File: src/rtl/pll_lock_sequencer_if.sv
// Control/status bundle between a PLL lock sequencer and its controller.
// The sequencer uses the slave view; whoever requests bring-up and supplies LOCK uses master.
interface pll_lock_sequencer_if;
  logic       START;
  logic       LOCK;
  logic       PLL_EN;
  logic       CLK_GATE_EN;
  logic       READY;
  logic       FAIL;
  logic       LOSS_OF_LOCK;
  logic [3:0] RETRY_CNT;
  logic [2:0] STATE;

  modport master (
    output START,
    output LOCK,
    input  PLL_EN,
    input  CLK_GATE_EN,
    input  READY,
    input  FAIL,
    input  LOSS_OF_LOCK,
    input  RETRY_CNT,
    input  STATE
  );

  modport slave (
    input  START,
    input  LOCK,
    output PLL_EN,
    output CLK_GATE_EN,
    output READY,
    output FAIL,
    output LOSS_OF_LOCK,
    output RETRY_CNT,
    output STATE
  );
endinterface

File: src/rtl/pll_lock_sequencer.sv
// PLL power-up/lock sequencer: power-down hold, enable, lock wait with timeout,
// stability window, bounded retries and loss-of-lock recovery. All outputs are flops.
module pll_lock_sequencer #(
  parameter int PWRDN_CYCLES  = 4,
  parameter int LOCK_TIMEOUT  = 4096,
  parameter int STABLE_CYCLES = 256,
  parameter int MAX_RETRIES   = 3,
  parameter int SYNC_STAGES   = 2
) (
  input  logic                 CLK,
  input  logic                 RESET,
  pll_lock_sequencer_if.slave  bus
);

  typedef enum logic [2:0] {
    ST_IDLE      = 3'd0,
    ST_PWRDN     = 3'd1,
    ST_WAIT_LOCK = 3'd2,
    ST_STABLE    = 3'd3,
    ST_RUN       = 3'd4,
    ST_FAILED    = 3'd5
  } state_t;

  function automatic int max3(input int a, input int b, input int c);
    int m;
    m = (a > b) ? a : b;
    return (m > c) ? m : c;
  endfunction

  localparam int CNT_W = $clog2(max3(PWRDN_CYCLES, LOCK_TIMEOUT, STABLE_CYCLES)) + 1;

  localparam logic [CNT_W-1:0] PWRDN_LAST   = CNT_W'(PWRDN_CYCLES - 1);
  localparam logic [CNT_W-1:0] TIMEOUT_LAST = CNT_W'(LOCK_TIMEOUT - 1);
  localparam logic [CNT_W-1:0] STABLE_LAST  = CNT_W'(STABLE_CYCLES - 1);
  localparam logic [CNT_W-1:0] CNT_ONE      = CNT_W'(1);
  localparam logic [3:0]       RETRY_LIMIT  = 4'(MAX_RETRIES);

  // Saturating so a mis-set MAX_RETRIES can never wrap the counter back to zero.
  function automatic logic [3:0] retry_inc(input logic [3:0] r);
    return (r == 4'hF) ? r : r + 4'd1;
  endfunction

  logic [SYNC_STAGES-1:0] lock_sync;
  logic                   lock_s;

  state_t           state, state_nxt;
  logic [CNT_W-1:0] cnt, cnt_nxt;
  logic [3:0]       retry, retry_nxt;
  logic             attempt_fail;
  logic             loss_nxt;

  logic pll_en_q;
  logic run_q;
  logic fail_q;
  logic loss_q;

  // LOCK synchronizer
  always_ff @(posedge CLK or posedge RESET) begin
    if (RESET) begin
      lock_sync <= '0;
    end else begin
      lock_sync <= {lock_sync[SYNC_STAGES-2:0], bus.LOCK};
    end
  end

  assign lock_s = lock_sync[SYNC_STAGES-1];

  // Next-state, counter and retry decisions
  always_comb begin
    state_nxt    = state;
    cnt_nxt      = cnt;
    retry_nxt    = retry;
    loss_nxt     = 1'b0;
    attempt_fail = 1'b0;

    if (!bus.START) begin
      state_nxt = ST_IDLE;
      cnt_nxt   = '0;
      retry_nxt = '0;
    end else begin
      unique case (state)
        ST_IDLE: begin
          state_nxt = ST_PWRDN;
          cnt_nxt   = '0;
          retry_nxt = '0;
        end
        ST_PWRDN: begin
          if (cnt == PWRDN_LAST) begin
            state_nxt = ST_WAIT_LOCK;
            cnt_nxt   = '0;
          end else begin
            cnt_nxt = cnt + CNT_ONE;
          end
        end
        ST_WAIT_LOCK: begin
          // A lock seen on the timeout cycle still counts as a lock.
          if (lock_s) begin
            state_nxt = ST_STABLE;
            cnt_nxt   = '0;
          end else if (cnt == TIMEOUT_LAST) begin
            attempt_fail = 1'b1;
          end else begin
            cnt_nxt = cnt + CNT_ONE;
          end
        end
        ST_STABLE: begin
          if (!lock_s) begin
            attempt_fail = 1'b1;
          end else if (cnt == STABLE_LAST) begin
            state_nxt = ST_RUN;
            cnt_nxt   = '0;
            retry_nxt = '0;
          end else begin
            cnt_nxt = cnt + CNT_ONE;
          end
        end
        ST_RUN: begin
          if (!lock_s) begin
            state_nxt = ST_PWRDN;
            cnt_nxt   = '0;
            loss_nxt  = 1'b1;
          end
        end
        ST_FAILED: begin
          state_nxt = ST_FAILED;
        end
        default: begin
          state_nxt = ST_IDLE;
          cnt_nxt   = '0;
          retry_nxt = '0;
        end
      endcase

      if (attempt_fail) begin
        cnt_nxt = '0;
        if (retry == RETRY_LIMIT) begin
          state_nxt = ST_FAILED;
        end else begin
          state_nxt = ST_PWRDN;
          retry_nxt = retry_inc(retry);
        end
      end
    end
  end

  // State and registered outputs, decoded from the next state so they
  // change on the same edge as the state they describe
  always_ff @(posedge CLK or posedge RESET) begin
    if (RESET) begin
      state    <= ST_IDLE;
      cnt      <= '0;
      retry    <= '0;
      pll_en_q <= 1'b0;
      run_q    <= 1'b0;
      fail_q   <= 1'b0;
      loss_q   <= 1'b0;
    end else begin
      state    <= state_nxt;
      cnt      <= cnt_nxt;
      retry    <= retry_nxt;
      pll_en_q <= (state_nxt == ST_WAIT_LOCK) || (state_nxt == ST_STABLE) ||
                  (state_nxt == ST_RUN);
      run_q    <= (state_nxt == ST_RUN);
      fail_q   <= (state_nxt == ST_FAILED);
      loss_q   <= loss_nxt;
    end
  end

  assign bus.PLL_EN       = pll_en_q;
  assign bus.CLK_GATE_EN  = run_q;
  assign bus.READY        = run_q;
  assign bus.FAIL         = fail_q;
  assign bus.LOSS_OF_LOCK = loss_q;
  assign bus.RETRY_CNT    = retry;
  assign bus.STATE        = state;

endmodule

File: src/flat_wrapper.sv
// flat-port wrapper written by rule: the top's interface ports become plain ports
module pll_lock_sequencer_flat 
#(
  parameter int PWRDN_CYCLES  = 4,
  parameter int LOCK_TIMEOUT  = 4096,
  parameter int STABLE_CYCLES = 256,
  parameter int MAX_RETRIES   = 3,
  parameter int SYNC_STAGES   = 2
)
  (CLK, RESET, bus_START, bus_LOCK, bus_PLL_EN, bus_CLK_GATE_EN, bus_READY, bus_FAIL, bus_LOSS_OF_LOCK, bus_RETRY_CNT, bus_STATE);
  pll_lock_sequencer_if bus_i ();
  input  logic CLK;
  input  logic RESET;
  input wire logic [$bits(bus_i.START)-1:0] bus_START;
  input wire logic [$bits(bus_i.LOCK)-1:0] bus_LOCK;
  output wire logic [$bits(bus_i.PLL_EN)-1:0] bus_PLL_EN;
  output wire logic [$bits(bus_i.CLK_GATE_EN)-1:0] bus_CLK_GATE_EN;
  output wire logic [$bits(bus_i.READY)-1:0] bus_READY;
  output wire logic [$bits(bus_i.FAIL)-1:0] bus_FAIL;
  output wire logic [$bits(bus_i.LOSS_OF_LOCK)-1:0] bus_LOSS_OF_LOCK;
  output wire logic [$bits(bus_i.RETRY_CNT)-1:0] bus_RETRY_CNT;
  output wire logic [$bits(bus_i.STATE)-1:0] bus_STATE;
  assign bus_i.START = bus_START;
  assign bus_i.LOCK = bus_LOCK;
  assign bus_PLL_EN = bus_i.PLL_EN;
  assign bus_CLK_GATE_EN = bus_i.CLK_GATE_EN;
  assign bus_READY = bus_i.READY;
  assign bus_FAIL = bus_i.FAIL;
  assign bus_LOSS_OF_LOCK = bus_i.LOSS_OF_LOCK;
  assign bus_RETRY_CNT = bus_i.RETRY_CNT;
  assign bus_STATE = bus_i.STATE;
  pll_lock_sequencer #(.PWRDN_CYCLES(PWRDN_CYCLES), .LOCK_TIMEOUT(LOCK_TIMEOUT), .STABLE_CYCLES(STABLE_CYCLES), .MAX_RETRIES(MAX_RETRIES), .SYNC_STAGES(SYNC_STAGES)) u_core (.CLK(CLK), .RESET(RESET), .bus(bus_i));
endmodule
File: config.mk
export PLATFORM = sky130hd
export DESIGN_NAME = pll_lock_sequencer_flat
export DESIGN_NICKNAME = d
export VERILOG_FILES = /design/src/rtl/pll_lock_sequencer_if.sv /design/src/rtl/pll_lock_sequencer.sv /design/src/flat_wrapper.sv
export SDC_FILE = /design/constraint.sdc
export NUM_CORES = 1
export LEC_CHECK = 0
export BUFFER_PORTS_ARGS = -buffer_cell sky130_fd_sc_hd__buf_2
export CAP_MARGIN = 40
export CORE_AREA = 3 3 56 58
export CTS_CLUSTER_DIAMETER = 80
export CTS_CLUSTER_SIZE = 14
export DETAILED_ROUTE_END_ITERATION = 12
export DIE_AREA = 0 0 59 61
export PLACE_DENSITY_LB_ADDON = 0.25
export SLEW_MARGIN = 10
export SYNTH_ARGS = -nofsm -noshare
export SYNTH_HDL_FRONTEND = slang
export SYNTH_SLANG_ARGS = --single-unit
File: constraint.sdc
create_clock -name CLK -period 2.68 [get_ports CLK]
set_input_delay 0.536 -clock CLK [delete_from_list [all_inputs] [get_ports CLK]]
set_output_delay 0.536 -clock CLK [all_outputs]
set_load 0.05 [all_outputs]
==> key figures <==
Run status
  • Status: finished, final reports clean

Power
  • Maximum vdd ir drop: 0.240 mV
  • Clock power share: 27.5%
  • Leak pwr: 0.000746 uW
  • Switching Power: 144 uW
  • Combinational share of power: 6.1%
  • Switching Share: 23.7%
  • Int Power: 461 uW
  • Sequential share of power: 66.3%
  • Power per standard cell area: 369 nW/um2

Timing
  • Final setup viols: 0
  • Slew @ Worst Pin: 0.538 ns
  • Total negative slack: 0 ns
  • RSZ-0062 raised after global routing: no
  • Clock skew: 0.00549 ns
  • Final worst-path cycle share: 91.8%
  • Min Clock Period, post-route: 2.46 ns
  • Worst relative slew slack: 64.1%
  • Max Slew Vio Count: 0
  • Endpoints failing hold: 0
  • Final setup margin: 0.220 ns
  • Fmax: 407 MHz

Synthesis
  • Cells after Synth: 168
  • Synth top area share: 43.4%
  • Number of flops mapped to enable cells by yosys: 0
  • Syn. warnings: 0
  • Ys flop type: dfrtp_1
  • Unique masters post-synth: 44
  • Seq/Total Area, Yosys: 43.4%
  • Syn avg cell area: 8.91 um2
  • Post-Syn Area: 1500 um2
  • Commonest cells post-synth: dfrtp_1 (26), nor2_1 (26), a21oi_1 (11)
  • Synth area leaders: dfrtp_1 (43%), nor2_1 (6.5%), xnor2_1 (5.3%)
  • Synth Register Bits: 26
  • Async SR Flop Fraction: 100%
  • Post-synthesis net count: 174
  • Top cell type by total area after synthesis: dfrtp_1

Worst setup path
  • Top Family by Delay on Critical Path: simple AND/OR/NAND/NOR gates
  • Crit path launch type: flop
  • Crit path depth: 6
  • Critical Path AT: 2.66 ns
  • Crit-path max FO: 12
  • WP buf/inv: 0
  • Worst R2R Path Depth: 6
  • CP startpoint: u_core.cnt[0]
  • Crit. End Element: flop
  • Worst Path Class, Setup: flop to flop
  • CP peak stage delay: 0.61 ns
  • R2r endpoint: u_core.cnt[2]
  • Worst R2R Start: u_core.cnt[0]
  • CP Cell Sequence: ha_1, or4b_2, nor4_1, o22a_1, a311o_1, nor2_1
  • Critical-path top delay cell: or4b_2
  • CP required: 2.88 ns
  • Worst R2R Setup Slack: 0.22 ns
  • CP endpoint: u_core.cnt[2]

Floorplan
  • Initial Util: 55.3%
  • Die width: 59 um
  • Vert. Die Dim: 61 um
  • Total die area: 3600 um2
  • Core Area: 2710 um2
  • Top Ports: 16
  • Core Rows: 19

Clocking
  • Post-CTS setup buffer count: 0
  • Latest clock arrival within the worst-skew pair: 0.32 ns
  • Hold Buf Count CTS: 0
  • CTS Buf Count: 3
  • Total clock sinks: 26
  • Root buffer cell: clkbuf_4
  • Clk slew on worst S/H paths: 0.14 ns
  • CTS tree: yes
  • Post-CTS sizing: 0
  • H-tree depth: 1
  • CTS Buffer Depth: 2

Global routing
  • Total gr overflow: 0
  • Initial antenna violation count: 0
  • Vias in the first global route: 1207
  • First-pass GRT wire length: 5500 um
  • All-layer global routing usage: 20.0%
  • Largest net degree at the start of global routing: 15

Min path
  • Hold Path Class: input pin to async pin

Layout
  • Layout area overhead: 9.44%
  • Ant diodes: 0
  • Final #Nets: 192
  • Footprint of the multi-input gates: 773 um2
  • Ratio of cells with drive above 1 in the final layout: 17.4%
  • Fillers: 263
  • Sequential cell area: 651 um2

Routing
  • Wire per inst: 14.9 um
  • 1st-pass router iterations: 4
  • Post-route ant nets: 0
  • # DRC: 0
  • Vias: 1283
  • Routed WL: 3190 um
  • 1st-iter DRT viols: 26
  • Via-to-Cell Ratio: 5.97

Placed design
  • Port Buffers: 15
  • DP HPWL: 2460 um
  • Place WS: 0.213 ns
  • Placer Congestion: 0.865

Job
  • Max-cap check violation count: 0
-- per-stage QoR --
stage | cells | power [uW] | util [%] | hold WS (ns) | area (um2)
after floorplan | 168 | 434 | - | 0.331 | 1500
after global placement | 211 | 442 | 59.1 | 0.332 | 1600
after detailed placement | 212 | 446 | 59.6 | 0.352 | 1620
after CTS | 215 | 607 | 60.5 | 0.242 | 1640
after global routing | 215 | 621 | 60.5 | 0.271 | 1640
final | 215 | 605 | 60.5 | 0.222 | 1640
-- how the worst min path moves through the flow --
stage          cells past startpoint             endpoint  slack (ns)                 from
2_1_floorplan                      0  u_core.lock_sync[1]        0.33  u_core.lock_sync[0]
3_3_place_gp                       0  u_core.lock_sync[1]        0.33  u_core.lock_sync[0]
3_5_place_dp                       0  u_core.lock_sync[1]        0.35  u_core.lock_sync[0]
4_1_cts                            2        u_core.cnt[2]        0.24                RESET
5_1_grt                            2        u_core.cnt[1]        0.27                RESET
6_report                           2        u_core.cnt[1]        0.22                RESET
-- kinds of logic after synthesis --
| kind of cell | Yosys count | share of synthesized area (%) |
|---|---|---|
| flops | 26 | 43.4 |
| fa+ha+maj | 2 | 1.67 |
| buf+inv | 16 | 4.93 |
| xor+xnor | 12 | 7.02 |
| mux | 1 | 0.668 |
| simple gates | 78 | 27.8 |
| compound gates | 33 | 14.5 |
-- power by group through the flow --
stage | Combinational [uW] | Clock (uW) | Sequential, uW
after floorplan | 25.4 | 0 | 409
after global placement | 34.2 | 0 | 408
after detailed placement | 37.4 | 0 | 408
after CTS | 37.8 | 168 | 401
after global routing | 42.2 | 177 | 402
final | 37.1 | 167 | 401
-- worst reg2reg max path, cell delays in order (launching register included) --
cell	delay (ns)
dfrtp_1	0.42
ha_1	0.22
or4b_2	0.61
nor4_1	0.31
o22a_1	0.20
a311o_1	0.48
nor2_1	0.11
-- cell usage in the layout, fill, tap and decap left out, drive strengths merged --
master	Yosys	final
mux2i	1	1
clkbuf	2	3
a21oi	11	11
a211oi	2	2
o2111a	1	1
or3b	1	1
nor2	26	26
o21a	1	1
inv	9	9
or2	4	4
or4b	4	4
buf	5	20
and2	5	5
o211ai	1	1
or3	2	2
a311o	1	1
nor3b	2	2
a21o	1	1
nand3	8	8
and4	1	1
a22o	2	2
dfrtp	26	26
or4	1	1
ha	2	2
o2111ai	1	1
nor3	5	5
and3	1	1
o22a	1	1
o21ai	8	8
xnor2	9	9
xor2	3	3
nand2	9	9
nand3b	2	2
a41o	1	1
nor4	3	3
nand2b	2	2
o32ai	2	2
nand4	2	2
-- final cells by class --
cell class | instances | area share (%)
Tap cell | 31 | 2.37
Clock buffer | 3 | 1.37
Multi-Input combinational cell | 126 | 47.2
Timing Repair Buffer | 20 | 7.33
Inverter | 9 | 2.06
Sequential cell | 26 | 39.7
-- per-layer routing --
metal	part of all wire, %	track usage, %	wire length, um	vias up
li1	-	-	-	631
met1	45	27.2	1440	620
met2	50	32.5	1580	25
met3	3.4	2.55	107	7
met4	2.0	8.09	64	0
met5	0	0	0	-
-- flip-flops by register name, indices dropped and copies added, names as in the netlist --
| register | flops |
|---|---|
| u_core.cnt | 13 |
| u_core.bus.CLK_GATE_EN | 1 |
| u_core.bus.LOSS_OF_LOCK | 1 |
| u_core.bus.STATE | 3 |
| u_core.bus.FAIL | 1 |
| u_core.bus.RETRY_CNT | 4 |
| u_core.lock_sync | 2 |
| u_core.bus.PLL_EN | 1 |
Power figures use the tool's default switching activity.
